## config.mk

```make
export PLATFORM = sky130hd
export DESIGN_NAME = load_store_unit
export DESIGN_NICKNAME = d
export VERILOG_FILES = /design/src/rtl/load_store_unit_pkg.sv /design/src/rtl/load_store_unit_load_extend.sv /design/src/rtl/load_store_unit.sv
export SDC_FILE = /design/constraint.sdc
export NUM_CORES = 1
export LEC_CHECK = 0
export ABC_AREA = 1
export CORE_AREA = 5 5 115 117
export DETAILED_ROUTE_END_ITERATION = 10
export DIE_AREA = 0 0 120 122
export HOLD_SLACK_MARGIN = 0.08
export PLACE_DENSITY = 0.81
export SETUP_SLACK_MARGIN = 0.3
export SYNTH_ARGS = -nofsm -noshare
export SYNTH_HDL_FRONTEND = slang
export SYNTH_HIERARCHICAL = 1
export SYNTH_SLANG_ARGS = --single-unit
```

## constraint.sdc

```tcl
create_clock -name clk -period 3.04 [get_ports clk]
set_clock_uncertainty 0.15 [all_clocks]
set_input_delay 0.304 -clock clk [delete_from_list [all_inputs] [get_ports clk]]
set_output_delay 0.304 -clock clk [all_outputs]
set_load 0.02 [all_outputs]
```

## src/rtl/load_store_unit_pkg.sv

```systemverilog
`default_nettype none
// ============================================================================
// Module      : load_store_unit_pkg
// Description : Shared memory-length definitions for the load/store path:
//               the 3-bit access-type encoding plus helpers that derive the
//               byte count and load/store direction of an access type.
// Revision    : 1.0 - initial release
// ============================================================================
package load_store_unit_pkg;

  localparam int c_MEMLEN_W = 3;

  typedef enum logic [c_MEMLEN_W-1:0] {
    MEM_NONE = 3'd0,
    MEM_LB   = 3'd1,
    MEM_LBU  = 3'd2,
    MEM_LH   = 3'd3,
    MEM_LW   = 3'd4,
    MEM_SB   = 3'd5,
    MEM_SH   = 3'd6,
    MEM_SW   = 3'd7
  } memlen_e;

  // Number of bytes moved over the byte port for an access type.
  function automatic logic [2:0] memlen_bytes(input logic [c_MEMLEN_W-1:0] len);
    logic [2:0] n;
    case (len)
      MEM_LB, MEM_LBU, MEM_SB: n = 3'd1;
      MEM_LH, MEM_SH:          n = 3'd2;
      MEM_LW, MEM_SW:          n = 3'd4;
      default:                 n = 3'd0;
    endcase
    return n;
  endfunction

  function automatic logic memlen_is_store(input logic [c_MEMLEN_W-1:0] len);
    logic st;
    case (len)
      MEM_SB, MEM_SH, MEM_SW: st = 1'b1;
      default:                st = 1'b0;
    endcase
    return st;
  endfunction

endpackage : load_store_unit_pkg
`default_nettype wire

```

## src/rtl/load_store_unit_load_extend.sv

```systemverilog
`default_nettype none
// ============================================================================
// Module      : load_extend
// Description : Combinational load-result formatter. Sign/zero-extends the
//               captured little-endian bytes according to the access type.
// Ports       : memlen - access type (package encoding)
//               bytes  - captured bytes, byte i at bits [8i+7:8i]
//               rdata  - extended 32-bit result (0 for stores / NONE)
// Revision    : 1.0 - initial release
// ============================================================================
module load_extend
  import load_store_unit_pkg::*;
(
  input  logic [2:0]  memlen,
  input  logic [31:0] bytes,
  output logic [31:0] rdata
);

  always_comb begin
    rdata = '0;
    case (memlen)
      MEM_LB:  rdata = {{24{bytes[7]}}, bytes[7:0]};
      MEM_LBU: rdata = {24'd0, bytes[7:0]};
      MEM_LH:  rdata = {{16{bytes[15]}}, bytes[15:0]};
      MEM_LW:  rdata = bytes;
      default: rdata = '0;
    endcase
  end

endmodule : load_extend
`default_nettype wire

```

## src/rtl/load_store_unit.sv

```systemverilog
`default_nettype none
// ============================================================================
// Module      : load_store_unit
// Description : Serialises pipeline loads/stores of 1, 2 or 4 bytes onto an
//               8-bit memory port, little-endian, with a per-byte ack timeout.
// Ports       : clk, rst                 - clock, sync active-high reset
//               req_valid/req_ready      - request handshake
//               memlen, addr, wdata      - access type, byte address, data
//               resp_valid, rdata,
//               resp_err                 - one-cycle completion response
//               mem_req, mem_we,
//               mem_addr, mem_wdata      - byte-port request
//               mem_ack, mem_rdata       - byte-port completion / read byte
// Revision    : 1.0 - initial release
// ============================================================================
module load_store_unit
  import load_store_unit_pkg::*;
#(
  parameter int TIMEOUT_CYCLES = 255
) (
  input  logic        clk,
  input  logic        rst,
  input  logic        req_valid,
  output logic        req_ready,
  input  logic [2:0]  memlen,
  input  logic [31:0] addr,
  input  logic [31:0] wdata,
  output logic        resp_valid,
  output logic [31:0] rdata,
  output logic        resp_err,
  output logic        mem_req,
  output logic        mem_we,
  output logic [31:0] mem_addr,
  output logic [7:0]  mem_wdata,
  input  logic        mem_ack,
  input  logic [7:0]  mem_rdata
);

  localparam logic [1:0] c_ST_IDLE   = 2'd0;
  localparam logic [1:0] c_ST_ACCESS = 2'd1;
  localparam logic [1:0] c_ST_DONE   = 2'd2;

  localparam int c_TMO_W = (TIMEOUT_CYCLES < 2) ? 1 : $clog2(TIMEOUT_CYCLES + 1);
  // The counter value seen on the final unacknowledged cycle before abort.
  localparam logic [c_TMO_W-1:0] c_TMO_LAST = c_TMO_W'(TIMEOUT_CYCLES - 1);

  logic [1:0]         r_state;
  logic [1:0]         w_next_state;

  logic [2:0]         r_len;
  logic [31:0]        r_addr;
  logic [31:0]        r_wdata;
  logic [31:0]        r_bytes;
  logic [1:0]         r_idx;
  logic [c_TMO_W-1:0] r_tmo;
  logic               r_err;

  logic [2:0]         w_nbytes;
  logic               w_last;
  logic               w_store;
  logic               w_tmo_hit;
  logic [31:0]        w_ext;

  assign w_nbytes  = memlen_bytes(r_len);
  assign w_last    = ({1'b0, r_idx} == (w_nbytes - 3'd1));
  assign w_store   = memlen_is_store(r_len);
  assign w_tmo_hit = (r_tmo == c_TMO_LAST);

  load_extend u_load_extend (
    .memlen (r_len),
    .bytes  (r_bytes),
    .rdata  (w_ext)
  );

  // --------------------------------------------------------------------------
  // State register
  // --------------------------------------------------------------------------
  always_ff @(posedge clk) begin
    if (rst) begin
      r_state <= c_ST_IDLE;
    end else begin
      r_state <= w_next_state;
    end
  end

  // --------------------------------------------------------------------------
  // Next-state logic. An ack on the same cycle as the last timeout cycle wins.
  // --------------------------------------------------------------------------
  always_comb begin
    w_next_state = r_state;
    case (r_state)
      c_ST_IDLE: begin
        if (req_valid) begin
          w_next_state = (memlen == MEM_NONE) ? c_ST_DONE : c_ST_ACCESS;
        end
      end
      c_ST_ACCESS: begin
        if (mem_ack) begin
          if (w_last) begin
            w_next_state = c_ST_DONE;
          end
        end else if (w_tmo_hit) begin
          w_next_state = c_ST_DONE;
        end
      end
      c_ST_DONE: w_next_state = c_ST_IDLE;
      default:   w_next_state = c_ST_IDLE;
    endcase
  end

  // --------------------------------------------------------------------------
  // Datapath: request latch, byte capture, index and timeout tracking
  // --------------------------------------------------------------------------
  always_ff @(posedge clk) begin
    if (rst) begin
      r_len   <= '0;
      r_addr  <= '0;
      r_wdata <= '0;
      r_bytes <= '0;
      r_idx   <= '0;
      r_tmo   <= '0;
      r_err   <= 1'b0;
    end else begin
      case (r_state)
        c_ST_IDLE: begin
          if (req_valid) begin
            r_len   <= memlen;
            r_addr  <= addr;
            r_wdata <= wdata;
            r_bytes <= '0;
            r_idx   <= '0;
            r_tmo   <= '0;
            r_err   <= 1'b0;
          end
        end
        c_ST_ACCESS: begin
          if (mem_ack) begin
            if (!w_store) begin
              r_bytes[{r_idx, 3'b000} +: 8] <= mem_rdata;
            end
            r_idx <= r_idx + 2'd1;
            r_tmo <= '0;
          end else if (w_tmo_hit) begin
            r_err <= 1'b1;
          end else begin
            r_tmo <= r_tmo + 1'b1;
          end
        end
        default: ;
      endcase
    end
  end

  // --------------------------------------------------------------------------
  // Outputs: decoded from state so everything is quiet outside its phase
  // --------------------------------------------------------------------------
  always_comb begin
    req_ready  = 1'b0;
    resp_valid = 1'b0;
    resp_err   = 1'b0;
    rdata      = '0;
    mem_req    = 1'b0;
    mem_we     = 1'b0;
    mem_addr   = '0;
    mem_wdata  = '0;
    case (r_state)
      c_ST_IDLE: req_ready = 1'b1;
      c_ST_ACCESS: begin
        mem_req   = 1'b1;
        mem_we    = w_store;
        mem_addr  = r_addr + {30'd0, r_idx};
        mem_wdata = r_wdata[{r_idx, 3'b000} +: 8];
      end
      c_ST_DONE: begin
        resp_valid = 1'b1;
        resp_err   = r_err;
        rdata      = r_err ? 32'd0 : w_ext;
      end
      default: ;
    endcase
  end

endmodule : load_store_unit
`default_nettype wire

```

==> results.json, run 1 <==
{
  "drc": 0,
  "worstPathCellList": "buf_8, clkinv_2, buf_4, o21ai_0, a21oi_1, clkdlybuf4s50_1",
  "outcome": "finished clean",
  "yosysSeqAreaShare": 0.3496,
  "finalPower_mw": 4.230,
  "ys_warn_count": 6,
  "hold_slack_ns": 0.2973,
  "crit_path_top_delay_cell": "clkdlybuf4s50_1",
  "setup_tns_ns": 0,
  "fmax_ghz": 0.3671,
  "cts_tree": "done",
  "vias": 6881,
  "r2r_cells": 8,
  "fillCellCount": 1082,
  "drtAntennaViolNets": 0,
  "start_util": 0.5231,
  "cp_data_required_time_ns": 2.59,
  "final_area_sq_um": 8451,
  "path_buf_inv": 4,
  "area_delta_synth_final_pct": 31.76,
  "reg2reg_slack_ns": 0.83,
  "period_share": 0.8960,
  "setup_viol": 0,
  "yosys.cell_types.count": 39,
  "grt-ovfl-total": 0,
  "hpwl_um": 13550,
  "synth-main-ff-cell": "dfxtp_1",
  "synth_cells": 1025,
  "grt_use_total": 0.2436,
  "clkTransAtPathRegs_ns": 0.07,
  "crit_path_end_kind": "output port",
  "path_delay_family": "buffers and inverters",
  "boundaryPins": 156,
  "cts_htree_levels": 3,
  "start_kind": "flop",
  "dr.pass1.iters": 6,
  "io_buffers": 155,
  "dp_cells": 1295,
  "hold_violations": 0,
  "worst-path-stages": 6,
  "placementRows": 41,
  "mappedNetlistArea_sq_um": 6414,
  "dieWidth_um": 120,
  "peakVddDrop_mv": 0.2787,
  "clockBufferDepth": 2,
  "slew_headroom": 0.6182,
  "rr_endpoint": "r_bytes[4]",
  "avgSynthCellArea_sq_um": 6.257,
  "dieArea_sq_um": 14640,
  "cp_max_fo": 29,
  "finalCriticalPeriod_ns": 2.724,
  "fin_cells": 1318,
  "p_per_area_nw_per_um2": 500.5,
  "drive_gt1_frac": 0.08733,
  "antenna_found_initial": 0,
  "drt-wirelength-per-cell_um": 14.11,
  "cts_made_buffers": 9,
  "clk_latency_ns": 0.35,
  "gp_congestion": 0.9768,
  "cp-startpoint": "r_idx[0]",
  "routed_via_density": 5.221,
  "cts_hold_buf": 0,
  "endpoint": "mem_wdata[2]",
  "n_antenna_cell": 0,
  "critPathKind": "flop to output port",
  "yosys_register_bits": 112,
  "max_slew.worst_pin.slew_ns": 0.5718,
  "rr_startpoint": "r_idx[0]",
  "cts.sinks": 112,
  "hold_class": "flop to flop",
  "die_h_um": 122,
  "slew_violations": 0,
  "synth_nets": 1114,
  "grt_pass1_wl_um": 29370,
  "cp.arrival_ns": 2.27,
  "grt_max_degree": 48,
  "totalWireLength_um": 18600,
  "rsz0062_at_grt": "true",
  "core-area_sq_um": 12260,
  "clockRootBuffer": "clkbuf_16",
  "ys_async_sr_fraction": 0,
  "power_leakage_nw": 3.818,
  "drt_iter0_drc": 529,
  "place_area_sq_um": 8016,
  "synth_edf_count": 0,
  "maxCapViolations": 0,
  "grt_pass1_vias": 6234,
  "finalNetCount": 1252,
  "crit_path_max_incr_delay_ns": 0.55
}
placed cells by master (no fill, tap or decap), types with 26 or more instances in the layout:
master and n:
nand2_1 199, a21oi_1 70, o21ai_0 116, clkdlybuf4s50_1 100, nor2_1 252, dfxtp_1 108
dlymetal6s2s_1 26, nand3_1 36, inv_1 81
area by class of cell:
| cell class | instances | area [sq um] | area share |
|---|---|---|---|
| sequential | 112 | 2247 | 0.2659 |
| timing repair buffer | 173 | 1703 | 0.2015 |
| multi-input combinational | 774 | 3664 | 0.4335 |
| tap | 150 | 187.7 | 0.02221 |
| inverter | 92 | 357.8 | 0.04235 |
| clock buffer | 9 | 225.2 | 0.02665 |
| timing repair inverter | 1 | 7.507 | 0.0008884 |
| clock inverter | 7 | 58.81 | 0.006959 |
stage by stage:
step,util,worst slack [ns]
3_5_place_dp,0.6538,0.1926
2_1_floorplan,-,0.7868
6_report,0.6893,0.3160
3_3_place_gp,0.6538,0.2693
4_1_cts,0.6790,0.2271
5_1_grt,0.6893,0.1762
logic make-up (layout without fill, tap and decap cells):
| group | count (synthesis) | count (layout) | share of synthesized area |
|---|---|---|---|
| xor+xnor | 13 | 13 | 0.01775 |
| compound gates | 208 | 208 | 0.1728 |
| buf+inv | 139 | 282 | 0.09228 |
| fa+ha+maj | 10 | 10 | 0.02068 |
| flops | 112 | 112 | 0.3496 |
| simple gates | 543 | 543 | 0.3469 |
worst min-delay path, stage by stage, from the launching register on:
cell and delay [ns]:
dfxtp_1 0.31, inv_1 0.05, a21oi_1 0.05
report_power, final:
group / internal, mW / switching (mW) / leakage, nW
clock network: 0.565 / 0.572 / 0.135
logic: 0.487 / 0.806 / 2.76
registers: 1.65 / 0.148 / 0.924
total: 2.70 / 1.53 / 3.82
state kept, by name, summed over array words and instances (netlist names):
| register | cells |
|---|---|
| r_idx | 2 |
| r_wdata | 32 |
| r_err | 1 |
| r_tmo | 8 |
| r_addr | 32 |
| r_state | 2 |
| r_len | 3 |
| r_bytes | 32 |
per-layer routing:
metal	up-vias	global-route usage	part of all wire
met4	0	0.08160	0.026
met2	213	0.4296	0.49
met5	-	0	0
met3	43	0.04596	0.058
li1	3543	-	-
met1	3082	0.2994	0.43
worst min-delay path by stage:
stage	from	endpoint	slack [ns]	cells past startpoint
2_1_floorplan	rst	r_idx[1]	0.23	1
3_3_place_gp	r_bytes[17]	r_bytes[17]	0.28	2
3_5_place_dp	r_bytes[17]	r_bytes[17]	0.29	2
4_1_cts	r_bytes[17]	r_bytes[17]	0.30	2
5_1_grt	r_bytes[13]	r_bytes[13]	0.31	2
6_report	r_bytes[12]	r_bytes[12]	0.30	2
cell usage after synthesis (3+ instances only):
master | instances | share of area
buf_6 | 5 | 0.0088
xor2_1 | 12 | 0.016
a21oi_1 | 70 | 0.055
nand2_1 | 199 | 0.12
nand4_1 | 11 | 0.011
inv_2 | 4 | 0.0023
nor2_4 | 5 | 0.0088
clkbuf_1 | 25 | 0.015
dfxtp_1 | 112 | 0.35
nor2_2 | 5 | 0.0049
a31oi_1 | 4 | 0.0039
nor3_1 | 17 | 0.013
o21ai_0 | 116 | 0.091
buf_4 | 4 | 0.0047
nor2_1 | 259 | 0.15
buf_2 | 8 | 0.0062
nand2_4 | 3 | 0.0053
nand3_1 | 37 | 0.029
ha_1 | 9 | 0.018
buf_1 | 5 | 0.0029
inv_1 | 84 | 0.049
nand2_2 | 6 | 0.0059
o21ai_1 | 4 | 0.0031
what timing repair did:
action | in CTS | in global routing
buffers inserted | 0 | 6
pin swaps | 0 | 4
endpoints found under the setup margin | 69 | 62
gates cloned | 0 | 1
resized for setup | 56 | 71
hold endpoints to repair | 0 | 0
No activity file was read; power rests on OpenSTA's default activity.
==> run 2: changes to the inputs <==
==> constraint.sdc (replaced) <==
create_clock -name clk -period 3.04 [get_ports clk]
set_clock_uncertainty 0.15 [all_clocks]
set_input_delay 0.608 -clock clk [delete_from_list [all_inputs] [get_ports clk]]
set_output_delay 0.608 -clock clk [all_outputs]
set_load 0.02 [all_outputs]
==> run 2 against run 1 <==
Against the previous run: sequential power about the same; first-iteration DRC count decreased by 5.7%; global-route usage increased by 1.0 points; core utilization increased by 3.5 points; sequential share of layout area decreased by 1.0 points.
==> results.json, run 2 (synthesized netlist as in run 1, its figures left out) <==
{
  "p_per_area_nw_per_um2": 490.7,
  "cts_made_buffers": 9,
  "hold_depth": 2,
  "critPathKind": "flop to output port",
  "setup_viol": 0,
  "period_share": 0.9331,
  "start_kind": "flop",
  "r2r_cells": 10,
  "maxCapViolations": 0,
  "largest_registers": "r_addr x32, r_bytes x32, r_wdata x32",
  "clkTransAtPathRegs_ns": 0.07,
  "final_cell_mix": "nor2_1, nand2_1, o21ai_0",
  "met1_length_um": 7860,
  "topRoutingLayerUsed": "met4",
  "n_antenna_cell": 0,
  "dr_wl_met3_um": 1268,
  "finalCriticalPeriod_ns": 2.837,
  "core-area_sq_um": 12260,
  "hpwl_um": 13520,
  "drive_gt1_frac": 0.1564,
  "clockBufferDepth": 2,
  "grt_max_degree": 83,
  "grt_pass1_wl_um": 30530,
  "drt_iter0_drc": 499,
  "cts_tree": "done",
  "io_buffers": 155,
  "antenna_found_initial": 0,
  "peakVddDrop_mv": 0.2496,
  "cp.arrival_ns": 2.08,
  "max_slew.worst_pin.slew_ns": 0.6968,
  "wl_met2_um": 9915,
  "grt-ovfl-total": 0,
  "drc": 0,
  "place_area_sq_um": 8061,
  "dieArea_sq_um": 14640,
  "routed_via_density": 5.278,
  "fmax_ghz": 0.3525,
  "vias": 7036,
  "finalNetCount": 1269,
  "hold_class": "flop to flop",
  "drt-wirelength-per-cell_um": 14.72,
  "clockRootBuffer": "clkbuf_16",
  "final_area_sq_um": 8876,
  "holdPathEnd": "r_bytes[11]",
  "gp_congestion": 0.9670,
  "die_h_um": 122,
  "slew_headroom": 0.5355,
  "rr_endpoint": "r_bytes[4]",
  "final_common_cell": "nor2_1",
  "crit_path_end_kind": "output port",
  "fin_util": 0.7240,
  "grt_pass1_vias": 6411,
  "clk_latency_ns": 0.34,
  "reg2reg_slack_ns": 0.72,
  "drtAntennaViolNets": 0,
  "slew_violations": 0,
  "placementRows": 41,
  "cts_hold_buf": 0,
  "dr.pass1.iters": 5,
  "rsz0062_at_grt": "true",
  "cts.sinks": 112,
  "dieWidth_um": 120,
  "outcome": "finished clean",
  "cp_max_fo": 5,
  "hp-start": "r_bytes[11]",
  "boundaryPins": 156,
  "cp_data_required_time_ns": 2.28,
  "grt_use_total": 0.2539,
  "rr_startpoint": "r_idx[0]",
  "cts_htree_levels": 3,
  "area_delta_synth_final_pct": 38.39,
  "hold_violations": 0,
  "start_util": 0.5231,
  "totalWireLength_um": 19620,
  "power_leakage_nw": 4.068
}
run 2: what timing repair did:
item / 4_1_cts / 5_1_grt
gates resized for setup: 158 / 153
endpoints found under the setup margin: 74 / 71
setup buffers: 6 / 11
gates cloned: 1 / 0
pin swaps: 7 / 19
run 2: worst max path at each step:
stage,from,end,slack (ns)
after floorplan,r_idx[0],mem_addr[20],0.48
after global placement,r_addr[1],mem_addr[31],0.004
after detailed placement,r_addr[1],mem_addr[31],-0.009
after CTS,r_addr[1],mem_addr[13],0.08
after global routing,r_addr[0],mem_addr[28],0.10
final,r_addr[0],mem_addr[28],0.20
run 2: where the power goes:
part	switching, mW	internal (mW)
combinational	0.846	0.517
clock	0.540	0.634
sequential	0.162	1.66
run 2: routing by layer:
metal	GRT usage	up-vias
li1	-	3581
met1	0.3079	3142
met2	0.4570	264
met3	0.03482	49
met4	0.09592	0
met5	0	-
run 2: final cells by class:
class                   instances  area, sq um
well taps                     150        187.7
inverters                      92        364.1
fillers                      1022         3385
repair buffers                190         1854
flip-flops and latches        112         2270
clock inverters                 5        58.81
repair inverters                1        7.507
clock buffers                   9        225.2
multi-input cells             774         3909
run 2: critical path: stages, from the launching register on:
cell and delay (ns):
dfxtp_2 0.36, ha_4 0.16, fa_2 0.23, nand3_4 0.12
buf_6 0.15, buf_8 0.13, nor2_4 0.11, nand2_1 0.07
nand2_1 0.07, nand2_1 0.07, nor2_1 0.11, buf_4 0.15
run 2: through the flow:
step	cells	setup TNS [ns]	total power [mW]	setup slack (ns)	hold slack, ns
final	1333	0	4.356	0.2034	0.2965
after global routing	1333	0	4.620	0.1014	0.3136
after CTS	1322	0	4.272	0.07796	0.2970
after detailed placement	1301	-0.009338	3.095	-0.009338	0.2861
after global placement	1301	0	3.072	0.003868	0.2804
after floorplan	1025	0	2.676	0.4828	0.2738
==> run 3: changes to the inputs <==
--- a/config.mk
+++ b/config.mk
@@ -9,6 +9,7 @@
 export CORE_AREA = 5 5 115 117
 export DETAILED_ROUTE_END_ITERATION = 10
 export DIE_AREA = 0 0 120 122
+export GPL_TIMING_DRIVEN = 0
 export HOLD_SLACK_MARGIN = 0.08
 export PLACE_DENSITY = 0.81
 export SETUP_SLACK_MARGIN = 0.3
==> run 3 against run 2 <==
Against the previous run: critical path depth is the same; routed wire length rose by 4.0%; clock power is essentially flat; global-route usage increased by 1.5 points; worst setup slack worse by 0.031 ns; largest cell class unchanged; first-iteration DRC count down 17%; critical endpoint is now mem_addr[26]; largest power group unchanged.
==> results.json, run 3 (synthesized netlist as in run 1, its figures left out) <==
{
  "dr.pass1.iters": 5,
  "p_per_area_nw_per_um2": 499.7,
  "fillCellCount": 1104,
  "power_leakage_nw": 3.675,
  "io_buffers": 155,
  "cp-startpoint": "r_idx[0]",
  "dp_cells": 1330,
  "cp_max_fo": 4,
  "reg2reg_slack_ns": 0.67,
  "drc": 0,
  "largest_registers": "r_addr x32, r_bytes x32, r_wdata x32",
  "cts.sinks": 112,
  "grt.met1_usage": 0.3372,
  "grtUsageMet3": 0.04178,
  "finalNetCount": 1299,
  "drtAntennaViolNets": 0,
  "finalCriticalPeriod_ns": 2.868,
  "drive_gt1_frac": 0.1737,
  "fin_cells": 1365,
  "vias": 7202,
  "hold_violations": 0,
  "area_delta_synth_final_pct": 36.93,
  "antenna_found_initial": 0,
  "critPathKind": "flop to output port",
  "clkTransAtPathRegs_ns": 0.08,
  "clockBufferDepth": 2,
  "maxCapViolations": 0,
  "final_cell_mix": "nor2_1, nand2_1, o21ai_0",
  "crit_path_max_incr_delay_ns": 0.39,
  "r2r_cells": 10,
  "rsz0062_at_grt": "true",
  "rr_startpoint": "r_idx[0]",
  "routed_via_density": 5.276,
  "grt-ovfl-total": 0,
  "grt_use_met2": 0.4615,
  "drt_iter0_drc": 415,
  "cts_htree_levels": 3,
  "hold_class": "flop to flop",
  "cp.arrival_ns": 2.11,
  "drt-wirelength-per-cell_um": 14.95,
  "totalWireLength_um": 20410,
  "start_kind": "flop",
  "max_slew.worst_pin.slew_ns": 0.7449,
  "grt_pass1_vias": 6589,
  "slew_violations": 0,
  "placementRows": 41,
  "n_antenna_cell": 0,
  "worstPathCellList": "ha_4, fa_2, nand3_4, nor2_4, nand2_4, buf_12, inv_8, nand2_2, xor2_1, nor2_1, buf_4",
  "hold_slack_ns": 0.3044,
  "grt_pass1_wl_um": 31880,
  "cts_hold_buf": 0,
  "grt_use_total": 0.2689,
  "gp_congestion": 0.9404,
  "final_common_cell": "nor2_1",
  "fmax_ghz": 0.3487,
  "dieArea_sq_um": 14640,
  "cts_tree": "done",
  "outcome": "finished clean",
  "boundaryPins": 156,
  "endpoint": "mem_addr[26]",
  "dieWidth_um": 120,
  "setup_viol": 0,
  "core-area_sq_um": 12260,
  "cts_made_buffers": 9,
  "peakVddDrop_mv": 0.2830,
  "gr-max-usage-layer": "met2",
  "grt_max_degree": 20,
  "crit_path_top_delay_cell": "fa_2",
  "cp_data_required_time_ns": 2.28,
  "crit_path_end_kind": "output port",
  "slew_headroom": 0.5034,
  "clk_latency_ns": 0.35,
  "period_share": 0.9434,
  "rr_endpoint": "r_bytes[29]",
  "hpwl_um": 15350,
  "die_h_um": 122,
  "clockRootBuffer": "clkbuf_16",
  "start_util": 0.5231,
  "hold_depth": 2
}
## run 3: report_power, final
| group | switching (mW) | internal [mW] | leakage [nW] |
|---|---|---|---|
| Combinational | 0.869 | 0.539 | 2.61 |
| Sequential | 0.156 | 1.66 | 0.928 |
| Clock | 0.577 | 0.592 | 0.141 |
## run 3: worst min path at each step
stage,startpoint,endpoint
CTS,r_bytes[12],r_bytes[12]
global route,r_bytes[11],r_bytes[11]
finish,r_bytes[12],r_bytes[12]
global placement,r_bytes[18],r_bytes[18]
floorplan,r_bytes[8],r_bytes[8]
detailed placement,r_bytes[14],r_bytes[14]
## run 3: stage by stage
stage | area, sq um | setup TNS (ns) | utilization | power, mW | worst slack, ns
after floorplan | 6414 | 0 | - | 2.676 | 0.4828
after global placement | 8153 | -2.714 | 0.6650 | 3.138 | -0.3086
after detailed placement | 8153 | -2.824 | 0.6650 | 3.159 | -0.3021
after CTS | 8632 | 0 | 0.7041 | 4.340 | 0.1637
after global routing | 8782 | 0 | 0.7163 | 4.623 | 0.08659
final | 8782 | 0 | 0.7163 | 4.388 | 0.1721
## run 3: layer usage
metal,up-vias,part of all wire
met5,-,0
met4,0,0.037
met3,53,0.059
met2,225,0.48
met1,3280,0.43
li1,3644,-
## run 3: cell type report
type / instances / area [sq um] / area share
clock buffer: 10 / 239.0 / 0.02721
inverter: 92 / 367.9 / 0.04189
clock inverter: 6 / 50.05 / 0.005699
sequential: 112 / 2266 / 0.2580
buffer: 47 / 266.5 / 0.03035
multi-input combinational: 774 / 3882 / 0.4421
timing repair buffer: 174 / 1523 / 0.1734
tap: 150 / 187.7 / 0.02137
## run 3: what timing repair did
action,4_1_cts,5_1_grt
resized for setup,238,114
setup endpoints to repair,74,63
buffers inserted,12,7
pin swaps,13,22
## run 3: worst max-delay path: cells and delay by family (launching register included)
family / cells / cell delay (ns)
fa+ha+maj: 2 / 0.55
buf+inv: 3 / 0.29
xor+xnor: 1 / 0.14
simple gates: 5 / 0.42
flops: 1 / 0.36
